$ cat src/rtl/shift_pkg.sv
// Shared definitions for the shift functional units (left and right shifters).
// Latency: n/a (types and constants only).
// Backpressure: n/a.
// Contents: operand/shift-amount widths, step counter width, FSM state enum.
package shift_pkg;

  localparam int XLEN    = 64;
  localparam int SHAMT_W = 6;
  localparam int STEP_W  = 3;

  typedef enum logic [1:0] {
    IDLE = 2'd0,
    BUSY = 2'd1,
    DONE = 2'd2
  } state_e;

endpackage

$ cat src/rtl/shift_sll_seq_if.sv
// Operand/result handshake bundle for the sequential left shifter.
// Latency: n/a (wiring only).
// Backpressure: valid/ready on both the operand and the result side.
// Ports: in_valid/in_ready/a/n/word toward the unit, out_valid/out_ready/result back.
interface shift_sll_seq_if #(
  parameter int XLEN    = shift_pkg::XLEN,
  parameter int SHAMT_W = shift_pkg::SHAMT_W
);

  logic               in_valid;
  logic               in_ready;
  logic [XLEN-1:0]    a;
  logic [SHAMT_W-1:0] n;
  logic               word;
  logic               out_valid;
  logic               out_ready;
  logic [XLEN-1:0]    result;

  // Producer/consumer side (EX-stage issue logic).
  modport master (
    output in_valid, a, n, word, out_ready,
    input  in_ready, out_valid, result
  );

  // Functional-unit side.
  modport slave (
    input  in_valid, a, n, word, out_ready,
    output in_ready, out_valid, result
  );

endinterface

$ cat src/rtl/sll_stage.sv
// One conditional power-of-two left-shift stage; shift distance is 2^step_i.
// Latency: combinational.
// Backpressure: none.
// Ports: acc_i value in, step_i stage index (0..5), en_i apply-shift, acc_o value out.
module sll_stage
  import shift_pkg::*;
(
  input  logic [XLEN-1:0]   acc_i,
  input  logic [STEP_W-1:0] step_i,
  input  logic              en_i,
  output logic [XLEN-1:0]   acc_o
);

  always_comb begin
    acc_o = acc_i;
    if (en_i) begin
      case (step_i)
        3'd0:    acc_o = acc_i << 1;
        3'd1:    acc_o = acc_i << 2;
        3'd2:    acc_o = acc_i << 4;
        3'd3:    acc_o = acc_i << 8;
        3'd4:    acc_o = acc_i << 16;
        3'd5:    acc_o = acc_i << 32;
        default: acc_o = acc_i;
      endcase
    end
  end

endmodule

$ cat src/rtl/shift_sll_seq.sv
// Multi-cycle 64-bit logical left shifter (SLL/SLLI/SLLW/SLLIW), one binary stage per clock.
// Latency: 6 cycles from accept edge to out_valid, independent of the shift amount.
// Backpressure: in_ready only in IDLE; result held in DONE until out_ready; flush aborts.
// Ports: clk, rst_n (async active-low), flush (sync abort), bus (slave side of shift_sll_seq_if).
module shift_sll_seq #(
  parameter int XLEN    = 64,  // only 64 is supported
  parameter int SHAMT_W = 6
) (
  input  logic             clk,
  input  logic             rst_n,
  input  logic             flush,
  shift_sll_seq_if.slave   bus
);

  import shift_pkg::state_e;
  import shift_pkg::IDLE;
  import shift_pkg::BUSY;
  import shift_pkg::DONE;
  import shift_pkg::STEP_W;

  state_e              state_q, state_d;
  logic [XLEN-1:0]     acc_q, acc_d;
  logic [SHAMT_W-1:0]  amt_q, amt_d;
  logic [STEP_W-1:0]   step_q, step_d;
  logic                word_q, word_d;

  logic [XLEN-1:0]     acc_sh;
  logic                stage_en;

  // Bit of the shift amount that governs the current stage.
  assign stage_en = |(amt_q & (SHAMT_W'(1) << step_q));

  sll_stage u_stage (
    .acc_i  (acc_q),
    .step_i (step_q),
    .en_i   (stage_en),
    .acc_o  (acc_sh)
  );

  always_comb begin
    state_d = state_q;
    acc_d   = acc_q;
    amt_d   = amt_q;
    step_d  = step_q;
    word_d  = word_q;

    case (state_q)
      IDLE: begin
        if (bus.in_valid && !flush) begin
          acc_d  = bus.a;
          amt_d  = bus.n;
          // W-forms shift by n mod 32: the 32-bit stage is never applied.
          if (bus.word) amt_d[SHAMT_W-1] = 1'b0;
          word_d  = bus.word;
          step_d  = STEP_W'(SHAMT_W - 1);
          state_d = BUSY;
        end
      end
      BUSY: begin
        acc_d = acc_sh;
        if (step_q == '0) begin
          state_d = DONE;
        end else begin
          step_d = step_q - 1'b1;
        end
      end
      DONE: begin
        if (bus.out_ready) state_d = IDLE;
      end
      default: state_d = IDLE;
    endcase

    // Squash wins over accept and over the result handshake.
    if (flush) state_d = IDLE;
  end

  always_ff @(posedge clk or negedge rst_n) begin
    if (!rst_n) begin
      state_q <= IDLE;
      acc_q   <= '0;
      amt_q   <= '0;
      step_q  <= '0;
      word_q  <= 1'b0;
    end else begin
      state_q <= state_d;
      acc_q   <= acc_d;
      amt_q   <= amt_d;
      step_q  <= step_d;
      word_q  <= word_d;
    end
  end

  // Outputs decode registered state only; no combinational path from out_ready.
  assign bus.in_ready  = (state_q == IDLE);
  assign bus.out_valid = (state_q == DONE);
  assign bus.result    = word_q ? {{(XLEN-32){acc_q[31]}}, acc_q[31:0]} : acc_q;

endmodule
$ cat src/flat_wrapper.sv
// flat-port wrapper written by rule: the top's interface ports become plain ports
module shift_sll_seq_flat import shift_pkg::state_e; import shift_pkg::IDLE; import shift_pkg::BUSY; import shift_pkg::DONE; import shift_pkg::STEP_W;
#(
  parameter int XLEN    = 64,                         
  parameter int SHAMT_W = 6
)
  (clk, rst_n, flush, bus_in_valid, bus_a, bus_n, bus_word, bus_out_ready, bus_in_ready, bus_out_valid, bus_result);
  shift_sll_seq_if #(.XLEN(XLEN), .SHAMT_W(SHAMT_W)) bus_i ();
  input  logic clk;
  input  logic rst_n;
  input  logic flush;
  input wire logic [$bits(bus_i.in_valid)-1:0] bus_in_valid;
  input wire logic [$bits(bus_i.a)-1:0] bus_a;
  input wire logic [$bits(bus_i.n)-1:0] bus_n;
  input wire logic [$bits(bus_i.word)-1:0] bus_word;
  input wire logic [$bits(bus_i.out_ready)-1:0] bus_out_ready;
  output wire logic [$bits(bus_i.in_ready)-1:0] bus_in_ready;
  output wire logic [$bits(bus_i.out_valid)-1:0] bus_out_valid;
  output wire logic [$bits(bus_i.result)-1:0] bus_result;
  assign bus_i.in_valid = bus_in_valid;
  assign bus_i.a = bus_a;
  assign bus_i.n = bus_n;
  assign bus_i.word = bus_word;
  assign bus_i.out_ready = bus_out_ready;
  assign bus_in_ready = bus_i.in_ready;
  assign bus_out_valid = bus_i.out_valid;
  assign bus_result = bus_i.result;
  shift_sll_seq #(.XLEN(XLEN), .SHAMT_W(SHAMT_W)) u_core (.clk(clk), .rst_n(rst_n), .flush(flush), .bus(bus_i));
endmodule
$ cat config.mk
export PLATFORM = sky130hd
export DESIGN_NAME = shift_sll_seq_flat
export DESIGN_NICKNAME = d
export VERILOG_FILES = /design/src/rtl/shift_pkg.sv /design/src/rtl/shift_sll_seq_if.sv /design/src/rtl/sll_stage.sv /design/src/rtl/shift_sll_seq.sv /design/src/flat_wrapper.sv
export SDC_FILE = /design/constraint.sdc
export NUM_CORES = 1
export LEC_CHECK = 0
export CAP_MARGIN = 5
export CORE_UTILIZATION = 24
export DETAILED_ROUTE_END_ITERATION = 8
export SLEW_MARGIN = 10
export SYNTH_ARGS = -nofsm -noshare
export SYNTH_HDL_FRONTEND = slang
export SYNTH_HIERARCHICAL = 1
export SYNTH_SLANG_ARGS = --single-unit
$ cat constraint.sdc
create_clock -name clk -period 2.8 [get_ports clk]
set_clock_uncertainty 0.05 [all_clocks]
set_input_delay 0.28 -clock clk [delete_from_list [all_inputs] [get_ports clk]]
set_output_delay 0.28 -clock clk [all_outputs]
set_load 0.01 [all_outputs]
==> metrics.csv, run 1 <==
metric,value,unit
vias in the first global route,7069,
"commonest non-fill, non-tap cells in the layout","140 x clkdlybuf4s50_1, 111 x mux2i_1, 73 x nand2_1, 73 x dfrtp_1, 70 x o21ai_0",
Post-synth EDFFs,0,
area post-placement,9620,µm²
max-slew violation count,0,
Fin. Hold Viols,0,
post-route ant nets,0,
Max Fanout on Critical Path,6,
Hold Slack,408,ps
grt ovf,0,
Place WS,-7.19,ps
Clk pwr share,0.095,
nets@finish,1055,
Placed Cells,1404,
DPL Wire Length,22000,µm
maximum clock rate,368,MHz
pin count of the biggest net entering global routing,112,
Pre-antenna DRT Iters,6,
worst-skew pair later-pin latency,360,ps
CP Cell Sequence,inv_2 > ha_4 > a22oi_1 > a22oi_1 > a21o_1 > buf_4 > and2_2 > mux2_2 > mux2_4 > mux2_4,
"commonest non-fill, non-tap cell in the layout",clkdlybuf4s50_1,
share of layout cells above drive strength 1,0.195,
max_slew headroom,0.529,
syn avg cell area,9.10,µm²
Tcrit/Tclk final,0.971,
clock sinks,76,
Netlist cell types,69,
slowest cell delay on critical path,500,ps
Crit-path slowest cell,dfrtp_4,
die width,183,µm
Net Sw Frac,0.489,
boundary pin count,142,
CTS Buf Count,9,
Psw,6.47,mW
CP endpoint kind,flop,
status,finished clean,
Seq. cell area,1910,µm²
port bufs,141,
synthesized area,7890,µm²
CP Buf/Inv Count,2,
multi-input logic area,5020,µm²
Rows,66,
fin cells,1421,
worst vdd ir,0.000558,V
Initial Util,0.243,
post-DR wirelength/cell,21.5,µm
post-synthesis sequential area ratio,0.241,
hold crit path type,in -> async,
RSZ-0062 raised after global routing,no,
max cap viols,0,
sequential share of power,0.224,
Most used DFF post-synth,dfrtp_1,
CTS tree,done,
Die ar.,33600,µm²
pwr dens,1330,nW/µm²
Critical Path RT,3000,ps
fill count,3429,
via count,7229,
GRT Overall Usage,0.181,
first-pass GRT wire length,45700,µm
drt first-iter violations,900,
synth warn,6,
total power,13.2,mW
final core utilization,0.307,
final instance area,9960,µm²
Clock Path Buffers,2,
Die H,183,µm
startpoint types,flop,
"CP delay by family, top",multiplexers,
leakage power,4.22,nW
combinational power share,0.681,
H-tree depth,3,
actual slew at the worst max-slew pin,703,ps
total length of routed wires,30600,µm
cells after synthesis,867,
synthesized net count,948,
final worst slack,80.1,ps
CTS clock-pin slew for the worst setup and hold paths,70,ps
CORE AREA,32500,µm²
synthesis-stage register bit count,76,
initial antenna violation count,2,
DRC Markers,0,
Setup TNS,0,ps
Antenna diodes,0,
GP Congestion,0.922,
vias per inst,5.09,
Layout area overhead,26.3,%
Finish-stage setup viols,0,
min cycle time layout,2720,ps
critical path class,reg -> reg,
clk root buf,clkbuf_16,
Post-synth ARST share,1.00,
Int Pwr,6.77,mW
Arrival @ worst endpoint,2920,ps
[logic make-up after synthesis]
| kind of cell | Yosys count | share of synthesized area |
|---|---|---|
| AOI/OAI and AO/OA | 256 | 0.209 |
| adders and majority gates | 5 | 0.00793 |
| buffers and inverters | 154 | 0.128 |
| DFF | 76 | 0.241 |
| muxes | 197 | 0.304 |
| and+or+nand+nor | 179 | 0.110 |
[sequential cells by signal, indices dropped and copies added (netlist names)]
name	count
u_core/word_q	1
u_core/step_q	3
u_core/acc_q	64
u_core/amt_q	6
u_core/state_q	2
[timing repair]
action | CTS | global route
hold endpoints to repair | 36 | 0
resized for setup | 2 | 6
buffers inserted | 0 | 0
hold buffers | 1 | 0
setup endpoints to repair | 2 | 27
pin swaps | 0 | 0
[layer usage]
layer	vias up	part of all wire	wire [µm]	GRT usage
met1	3503	0.44	13300	0.241
met4	0	0.025	779	0.0603
li1	3341	-	-	-
met5	-	0	0	0
met3	45	0.073	2240	0.0405
met2	340	0.47	14200	0.289
[power groups by stage]
stage	Sequential [mW]	Clock, mW	Combinational (mW)
2_1_floorplan	2.29	0	6.34
3_3_place_gp	2.95	0	8.77
3_5_place_dp	2.96	0	8.83
4_1_cts	2.95	1.29	8.88
5_1_grt	3.05	1.34	9.64
6_report	2.96	1.26	9.02
[Yosys cell counts (22+ instances only)]
cell	n	area share
mux2i_1	111	0.14
dfrtp_1	76	0.24
nand2_1	73	0.035
o21ai_0	70	0.044
mux2_4	58	0.11
a21oi_1	56	0.036
inv_1	42	0.020
buf_4	40	0.038
nor2_1	32	0.015
buf_2	31	0.020
buf_6	24	0.034
a22oi_1	22	0.021
[path summary, 6_finish.rpt]
check	depth (start not counted)	start	slack [ps]	end
min in group clk	3	bus_n[5]	450	u_core/amt_q[5]$_DFFE_PN0P_
min	2	rst_n	410	u_core/acc_q[17]$_DFFE_PN0P_
max	10	u_core/step_q[0]$_DFFE_PN0P_	80	u_core/acc_q[30]$_DFFE_PN0P_
min reg2reg	1	u_core/amt_q[2]$_DFFE_PN0P_	470	u_core/amt_q[2]$_DFFE_PN0P_
max reg2reg	10	u_core/step_q[0]$_DFFE_PN0P_	80	u_core/acc_q[30]$_DFFE_PN0P_
max in group asynchronous	3	rst_n	1660	u_core/step_q[0]$_DFFE_PN0P_
[final cells by class]
cell class,instances,area share
Multi-Input combinational cell,637,0.504
Tap cell,442,0.0555
Clock inverter,7,0.00816
Timing Repair Buffer,207,0.202
Clock buffer,9,0.0226
Sequential cell,76,0.192
Inverter,43,0.0162
No activity file was read; power rests on OpenSTA's default activity.
==> inputs of run 2 (changes only) <==
CTS_BUF_LIST = sky130_fd_sc_hd__clkbuf_8 sky130_fd_sc_hd__clkbuf_16   (was not set)
==> results of run 2 <==
The final DEF is identical to that of run 1; final timing and power are the same.
==> inputs of run 3 (changes only) <==
CORE_MARGIN = 1   (was not set)
REMOVE_ABC_BUFFERS = 1   (was not set)
SETUP_SLACK_MARGIN = 0.4   (was not set)
==> run 3 against run 2 <==
Compared with the run above:
- the run now ends with negative hold slack left
- hold slack worse by 430 ps
- non-clock buffer count up 12
- via count up 5.3%
- critical path type unchanged
- largest cell class unchanged
- largest power group unchanged
==> metrics.csv, run 3 (synthesis gave the netlist of run 1 again) <==
metric,value,unit,change
Seq. cell area,1910,µm²,about the same
Fin. Hold Viols,32,,+32
pin count of the biggest net entering global routing,66,,-41%
largest register by flop count,u_core/acc_q,,
met3 wire len,2950,µm,+32%
Critical Path RT,3000,ps,about the same
Crit Reg-Reg Startpoint,u_core/step_q[0]$_DFFE_PN0P_,,
Most Frequent Cell on Critical Path,mux2_4,,
post-route ant nets,0,,unchanged
CP endpoint kind,flop,,
share of layout cells above drive strength 1,0.222,,+0.0269
via count,7611,,+5.3%
"commonest non-fill, non-tap cells in the layout","140 x clkdlybuf4s50_1, 111 x mux2i_1, 73 x nand2_1",,
DPL Wire Length,21700,µm,-1.7%
Layout area overhead,30.5,%,
min cycle time layout,2600,ps,-118 ps
max FFs per register,64,,unchanged
clk root buf,clkbuf_16,,
pwr dens,1360,nW/µm²,+2.0%
"commonest non-fill, non-tap cell in the layout",clkdlybuf4s50_1,,
Critical Path Start,u_core/step_q[0]$_DFFE_PN0P_,,
leakage power,4.35,nW,+2.9%
CP Buf/Inv Count,2,,unchanged
post-DR wirelength/cell,21.9,µm,+1.9%
initial antenna violation count,0,,-2
Max Fanout on Critical Path,28,,+22
CTS tree,done,,
nets@finish,1067,,+1.1%
fill count,3414,,-0.44%
max_slew headroom,0.436,,-0.0927
worst vdd ir,0.000447,V,-20%
drt first-iter violations,1090,,+21%
Tcrit/Tclk final,0.929,,-0.0420
actual slew at the worst max-slew pin,845,ps,+142 ps
wire length on met1,13400,µm,+0.70%
Crit-path slowest cell,dfrtp_4,,
total length of routed wires,31400,µm,+2.8%
final core utilization,0.317,,+0.0101
CP Cell Sequence,inv_4 > ha_4 > a22oi_2 > a22oi_1 > a21o_2 > a21bo_4 > buf_12 > a32o_1 > mux2_4 > mux2_4,,
Finish-stage setup viols,0,,unchanged
worst-skew pair later-pin latency,360,ps,about the same
port bufs,141,,unchanged
WL met2,14400,µm,+1.4%
vias per inst,5.31,,+4.4%
CORE AREA,32500,µm²,unchanged
max-slew violation count,0,,unchanged
failing checks,negative hold slack,,
critical path class,reg -> reg,,
grt ovf,0,,unchanged
vias in the first global route,7254,,+2.6%
slowest cell delay on critical path,530,ps,+30 ps
CTS clock-pin slew for the worst setup and hold paths,70,ps,about the same
DRC Markers,0,,unchanged
GRT Overall Usage,0.182,,+0.000725
Top Registers,"u_core/acc_q (64), u_core/amt_q (6), u_core/step_q (3)",,
clock sinks,76,,unchanged
Pre-antenna DRT Iters,6,,unchanged
GP Congestion,0.945,,+2.5%
Die ar.,33600,µm²,unchanged
multi-input logic area,5100,µm²,+1.6%
Antenna diodes,0,,unchanged
maximum clock rate,384,MHz,+4.5%
Die H,183,µm,unchanged
first-pass GRT wire length,46100,µm,+0.89%
max cap viols,0,,unchanged
top sig layer,met4,,
Rows,66,,unchanged
Clock Path Buffers,2,,unchanged
Initial Util,0.243,,unchanged
Hold Slack,-22.4,ps,-431 ps
total power,13.9,mW,+5.4%
boundary pin count,142,,unchanged
die width,183,µm,unchanged
CTS Buf Count,9,,unchanged
H-tree depth,3,,unchanged
Arrival @ worst endpoint,2800,ps,-120 ps
"CP delay by family, top",compound AO/OA/AOI/OAI gates,,
RSZ-0062 raised after global routing,yes,,
startpoint types,flop,,
status,"finished, violations left",,
hold crit path type,in -> async,,
run 3: stage by stage:
stage	setup TNS [ps]	instances	area, µm²	hold slack, ps	worst slack (ps)
floorplan	-191150	756	7040	-65.6	-3050
global placement	0	1400	9570	388	45.1
detailed placement	-61.1	1400	9570	395	-29.9
CTS	0	1424	10100	16.2	246
global route	0	1433	10300	46.4	129
finish	0	1433	10300	-22.4	198
run 3: layer usage:
metal,track usage,up-vias
met2,0.288,441
met1,0.248,3751
met3,0.0437,53
met5,0,-
met4,0.0450,0
li1,-,3366
run 3: area by class of cell:
cell class	instances	share of cell area
timing repair buffer	219	0.221
multi-input combinational	637	0.496
sequential	76	0.186
clock inverter	6	0.00462
inverter	43	0.0162
clock buffer	10	0.0232
tap	442	0.0537
run 3: where the power goes:
group / switching, mW / total [mW] / internal [mW]
registers: 1.38 / 3.00 / 1.62
logic: 4.82 / 9.78 / 4.96
clock network: 0.538 / 1.17 / 0.629
run 3: worst paths after layout:
kind | end | slack [ps] | cells after the start
worst max-delay path | u_core/acc_q[1]$_DFFE_PN0P_ | 200 | 10
worst min-delay path | u_core/acc_q[13]$_DFFE_PN0P_ | -20 | 1
worst max register to register | u_core/acc_q[1]$_DFFE_PN0P_ | 200 | 10
worst min register to register | u_core/amt_q[2]$_DFFE_PN0P_ | 490 | 1
max in group asynchronous | u_core/acc_q[15]$_DFFE_PN0P_ | 2060 | 2
min in group clk | u_core/amt_q[5]$_DFFE_PN0P_ | 480 | 3
run 3: repair_timing:
action,CTS,global route
pin swaps,2,2
hold buffers,0,0
buffers inserted,7,6
cloned,1,3
resized for setup,40,22
setup endpoints to repair,75,52
run 3: worst reg2reg max path: stages (launching register included):
cell and delay, ps:
dfrtp_4 530, inv_4 90, ha_4 150, a22oi_2 70, a22oi_1 180, a21o_2 230
a21bo_4 290, buf_12 170, a32o_1 220, mux2_4 250, mux2_4 250
